**src/rtl/pcpi_loader_pkg.sv**
```systemverilog
`default_nettype none
// +----------------------------------------------------------------------+
// | Module   : pcpi_loader_pkg                                           |
// | Brief    : Shared types and sizes for the PCPI nibble loader.        |
// | Revision : 1.0 - initial release                                     |
// +----------------------------------------------------------------------+
package pcpi_loader_pkg;

  localparam int NIBBLES = 8;
  localparam int CNT_W   = 3;
  localparam int TMO_W   = 10;

  typedef enum logic [1:0] {
    ST_LOAD  = 2'd0,
    ST_ISSUE = 2'd1,
    ST_WAIT  = 2'd2,
    ST_READ  = 2'd3
  } state_t;

  function automatic logic [3:0] nib_of(input logic [31:0] word, input logic [CNT_W-1:0] idx);
    return word[4*idx +: 4];
  endfunction

endpackage
`default_nettype wire

```
**src/rtl/strobe_edge_det.sv**
```systemverilog
`default_nettype none
// +----------------------------------------------------------------------+
// | Module   : strobe_edge_det                                           |
// | Brief    : Single-cycle pulse on each rising edge of a level input.  |
// | Revision : 1.0 - initial release                                     |
// +----------------------------------------------------------------------+
module strobe_edge_det (
  input  logic clk,
  input  logic rst,
  input  logic level_i,
  output logic pulse_o
);

  logic r_prev_q;

  always_ff @(posedge clk) begin
    if (rst) begin
      r_prev_q <= 1'b0;
    end else begin
      r_prev_q <= level_i;
    end
  end

  assign pulse_o = level_i & ~r_prev_q;

endmodule
`default_nettype wire

```
**src/rtl/pcpi_nibble_loader.sv**
```systemverilog
`default_nettype none
// +----------------------------------------------------------------------+
// | Module   : pcpi_nibble_loader                                        |
// | Brief    : Assembles a PCPI instruction from pin nibbles, issues it  |
// |            and streams the 32-bit result back out nibble by nibble.  |
// | Revision : 1.0 - initial release                                     |
// +----------------------------------------------------------------------+
module pcpi_nibble_loader
  import pcpi_loader_pkg::*;
#(
  parameter int unsigned TIMEOUT_CYCLES = 1023
) (
  input  logic        clk,
  input  logic        rst,
  input  logic [3:0]  nib_in,
  input  logic        nib_strobe,
  output logic        pcpi_valid,
  output logic [31:0] pcpi_insn,
  input  logic        pcpi_ready,
  input  logic        pcpi_wr,
  input  logic        pcpi_wait,
  input  logic [31:0] pcpi_rd,
  output logic [3:0]  res_nib,
  output logic        rd_mode,
  output logic        busy,
  output logic        err
);

  localparam logic [CNT_W-1:0] c_cnt_last = CNT_W'(NIBBLES - 1);
  // Abort fires on the WAIT cycle that would bring the counter to TIMEOUT_CYCLES.
  localparam logic [TMO_W-1:0] c_tmo_last = TMO_W'(TIMEOUT_CYCLES - 1);

  state_t             state_q, state_d;
  logic [CNT_W-1:0]   cnt_q, cnt_d;
  logic [TMO_W-1:0]   tmo_q, tmo_d;
  logic               valid_q, valid_d;
  logic [31:0]        insn_q, insn_d;
  logic [31:0]        result_q, result_d;
  logic               err_q, err_d;
  logic               w_event;

  strobe_edge_det u_edge (
    .clk     (clk),
    .rst     (rst),
    .level_i (nib_strobe),
    .pulse_o (w_event)
  );

  always_ff @(posedge clk) begin
    if (rst) begin
      state_q  <= ST_LOAD;
      cnt_q    <= '0;
      tmo_q    <= '0;
      valid_q  <= 1'b0;
      insn_q   <= '0;
      result_q <= '0;
      err_q    <= 1'b0;
    end else begin
      state_q  <= state_d;
      cnt_q    <= cnt_d;
      tmo_q    <= tmo_d;
      valid_q  <= valid_d;
      insn_q   <= insn_d;
      result_q <= result_d;
      err_q    <= err_d;
    end
  end

  always_comb begin
    state_d  = state_q;
    cnt_d    = cnt_q;
    tmo_d    = tmo_q;
    valid_d  = valid_q;
    insn_d   = insn_q;
    result_d = result_q;
    err_d    = err_q;

    case (state_q)
      ST_LOAD: begin
        if (w_event) begin
          insn_d[4*cnt_q +: 4] = nib_in;
          cnt_d = cnt_q + CNT_W'(1);
          if (cnt_q == '0) begin
            err_d = 1'b0;
          end
          if (cnt_q == c_cnt_last) begin
            state_d = ST_ISSUE;
            valid_d = 1'b1;
            tmo_d   = '0;
          end
        end
      end

      ST_ISSUE, ST_WAIT: begin
        // Ready takes priority over both the wait hold-off and the abort.
        if (pcpi_ready) begin
          result_d = pcpi_wr ? pcpi_rd : 32'h0;
          valid_d  = 1'b0;
          state_d  = ST_READ;
          cnt_d    = '0;
        end else if (state_q == ST_ISSUE) begin
          state_d = ST_WAIT;
          tmo_d   = '0;
        end else if (pcpi_wait) begin
          tmo_d = '0;
        end else if (tmo_q == c_tmo_last) begin
          err_d   = 1'b1;
          valid_d = 1'b0;
          state_d = ST_LOAD;
          cnt_d   = '0;
          tmo_d   = '0;
        end else begin
          tmo_d = tmo_q + TMO_W'(1);
        end
      end

      ST_READ: begin
        if (w_event) begin
          cnt_d = cnt_q + CNT_W'(1);
          if (cnt_q == c_cnt_last) begin
            state_d = ST_LOAD;
          end
        end
      end

      default: begin
        state_d = ST_LOAD;
        cnt_d   = '0;
        valid_d = 1'b0;
      end
    endcase
  end

  assign pcpi_valid = valid_q;
  assign pcpi_insn  = insn_q;
  assign rd_mode    = (state_q == ST_READ);
  assign busy       = (state_q == ST_ISSUE) || (state_q == ST_WAIT);
  assign err        = err_q;
  assign res_nib    = rd_mode ? nib_of(result_q, cnt_q) : 4'h0;

endmodule
`default_nettype wire

```
**config.mk**
```make
export PLATFORM = sky130hd
export DESIGN_NAME = pcpi_nibble_loader
export DESIGN_NICKNAME = d
export VERILOG_FILES = /design/src/rtl/pcpi_loader_pkg.sv /design/src/rtl/strobe_edge_det.sv /design/src/rtl/pcpi_nibble_loader.sv
export SDC_FILE = /design/constraint.sdc
export NUM_CORES = 1
export LEC_CHECK = 0
export BUFFER_PORTS_ARGS = -buffer_cell sky130_fd_sc_hd__buf_2
export CAP_MARGIN = 40
export CORE_UTILIZATION = 54
export CTS_CLUSTER_DIAMETER = 30
export DETAILED_ROUTE_END_ITERATION = 8
export PLACE_DENSITY = 0.76
export SYNTH_ARGS = -nofsm -noshare
export SYNTH_HDL_FRONTEND = slang
export SYNTH_HIERARCHICAL = 1
export SYNTH_SLANG_ARGS = --single-unit
export TNS_END_PERCENT = 10
```
**constraint.sdc**
```tcl
create_clock -name clk -period 3.4 [get_ports clk]
set_clock_uncertainty 0.2 [all_clocks]
set_input_delay 0.68 -clock clk [delete_from_list [all_inputs] [get_ports clk]]
set_output_delay 0.68 -clock clk [all_outputs]
set_load 0.02 [all_outputs]
```
==> flow_summary.toml <==
[cts]
cts_setup_buffers = 0
cts_hold_buffers = 0
clkTransAtPathRegs_ns = 0.08
cts_resized = 0
root_buffer = "clkbuf_8"
clock_sinks = 82
cts_tree = "yes"
h-tree-depth = 3
clk_latency_ns = 0.35
cts.path.max_buffers = 2
numCtsBuffers = 9

[die]
rows = 30
die_x_um = 85.8
die_h_um = 85.8
die_area_um2 = 7360
core_area_um2 = 6790
start_util_pct = 55.8
io-pin-count = 82

[placement]
dp_hpwl_mm = 5.98
place.gp.congestion = 0.822
port_buffers = 81
dpl_cell_area_um2 = 4240

[pwr]
seq_power_share_pct = 50.8
p_sw_share_pct = 29.6
ir_drop_v = 0.000288
pwr-share-clk_pct = 32.6
power_density_nw_per_um2 = 449
power_switching_mw = 0.586
leakagePower_nw = 1.76
combPwrFrac_pct = 16.6
p_int_mw = 1.39

[global_route]
grt_pass1_wl_mm = 14.3
antenna_found_initial = 0
grt_use_total_pct = 24.5
grt_max_degree = 41
grt_pass1_vias = 3099
overflow = 0

[setup_path]
reg2reg_depth = 6
r2r-start = "cnt_q[2]"
crit_required_ns = 2.52
crit_fanout = 11
arrival_ns = 1.87
ff2ff_setup_slack_ns = 0.86
path_class = "reg -> out"
worstSetupStartpointType = "flip-flop"
reg2reg_to = "pcpi_insn[10]"
worstSetupEndpointType = "output port"

[yosys]
synth_mux_area_share_pct = 13.5
synth_ff_type = "dfxtp_1"
synth-simple-area-share_pct = 23.4
yosysWarnings = 6
syn_area_um2 = 3790
yosys.area_share.adder_pct = 3.30
synth_top_family_by_area = "simple AND/OR/NAND/NOR gates"
seq_area_frac_synth_pct = 43.3
synth_compound_area_share_pct = 11.3
synthDistinctLibCells = 53
async_flop_share_pct = 0
synth-edff-count = 0
syn-num-nets = 478
avgSynthCellArea_um2 = 8.91
syn_inst = 426
synthXorXnorAreaFrac_pct = 0.923
ys_ff_latch = 82

[final_layout]
area_growth_pct = 16.4
fin_nets = 544
nFillCells = 558
final_area_um2 = 4420
layout_common_cells = "dfxtp_1, buf_2, nand2_1, nor2_1, a21oi_1"
drive_gt1_share_pct = 24.4
final_common_cell = "dfxtp_1"
diodes = 0

[drt]
drtIter0Drc = 162
wl_per_cell_um = 14.3
antenna_left = 0
routed_wl_mm = 8.49
firstDrtPassIters = 4
vias = 3283
vias_per_cell = 5.55
drc = 0

[sta]
worstMarginPinSlew_ns = 0.697
final.setup.tns_ns = 0
timing_hold_violations_final = 0
slew_headroom_pct = 53.5
period_needed_ns = 2.75
rsz0062_at_grt = "no"
drv_slew = 0
max_freq_mhz = 364
setup_viol = 0
fin_crit_sh_pct = 80.8

[min_path]
hold_path_class = "reg -> reg"
min_to = "result_q[13]"
holdPathStages = 2
holdCritStartpoint = "result_q[13]"

[outcome]
status = "completed"

[flow_run]
maxCapViolCount = 0
synth_stat cells (all sizes together), types with 2 or more instances:
cell | number | area share, %
a211oi | 3 | 0.73
a21boi | 5 | 1.3
a21oi | 39 | 5.1
a31oi | 4 | 0.66
and2 | 2 | 0.33
buf | 9 | 1.3
clkbuf | 22 | 2.2
dfxtp | 82 | 43
ha | 10 | 3.3
inv | 9 | 0.89
mux2i | 32 | 8.4
mux4 | 8 | 4.7
nand2 | 52 | 5.1
nand2b | 3 | 0.49
nand3 | 38 | 5.0
nand3b | 2 | 0.40
nand4b | 2 | 0.46
nor2 | 51 | 5.0
nor2b | 2 | 0.73
nor3 | 5 | 0.79
nor3b | 2 | 0.40
nor4 | 3 | 1.1
nor4b | 2 | 0.63
o21ai | 8 | 1.1
o31ai | 2 | 0.40
o41ai | 2 | 0.46
or2 | 2 | 0.33
or3 | 6 | 0.99
or4 | 3 | 0.69
xnor2 | 3 | 0.69
routing by layer:
layer	global-route usage, %	wire length [µm]
met3	6.93	516
met5	0	0
met2	38.0	4000
met4	8.18	160
met1	33.0	3810
final cells by class:
class	instances	area, µm²	share of cell area (%)
well taps	96	120	2.72
multi-input cells	304	1990	45.0
repair buffers	86	455	10.3
inverters	9	33.8	0.765
clock buffers	10	138	3.12
clock inverters	5	38.8	0.878
flip-flops and latches	82	1640	37.2
worst max-delay path by stage:
stage,start,to,slack (ns),cells past startpoint
5_1_grt,cnt_q[0],res_nib[0],0.53,5
2_1_floorplan,cnt_q[1],pcpi_insn[10],0.91,9
3_5_place_dp,nib_strobe,pcpi_insn[6],0.88,6
6_report,cnt_q[0],res_nib[0],0.65,5
3_3_place_gp,nib_strobe,tmo_q[6],0.92,6
4_1_cts,cnt_q[0],res_nib[0],0.63,5
critical path, cell delays in order, from the launching register on:
cell and delay [ns]:
dfxtp_1 0.38, buf_4 0.25, mux4_2 0.53, nand2_1 0.07, a21boi_0 0.10, buf_2 0.18
power by group through the flow:
stage	clock network, mW	registers (mW)	logic, mW
floorplan	0	1.03	0.237
global placement	0	1.03	0.320
detailed placement	0	1.03	0.329
CTS	0.654	1.01	0.330
global route	0.697	1.01	0.364
finish	0.645	1.01	0.330
sequential cells by signal (all words and copies together), names as in the netlist:
name	count
result_q	32
pcpi_valid	1
state_q	2
tmo_q	10
u_edge/r_prev_q	1
cnt_q	3
pcpi_insn	32
err	1
cell families (layout without fill, tap and decap cells):
family,Yosys count,after routing
adders and majority gates,10,10
xor gates and xnor gates,4,4
DFF,82,82
AOI/OAI and AO/OA,70,70
buffers and inverters,40,110
muxes,41,41
and+or+nand+nor,179,179
stage by stage:
stage	setup slack (ns)	std cells	power, mW	hold slack (ns)	util (%)
global placement	0.917	577	1.35	0.238	62.4
detailed placement	0.876	577	1.36	0.244	62.4
finish	0.652	592	1.98	0.252	65.0
global route	0.532	592	2.07	0.276	65.0
floorplan	0.911	426	1.27	0.229	-
CTS	0.630	592	1.99	0.254	65.0
Power figures use the tool's default switching activity.
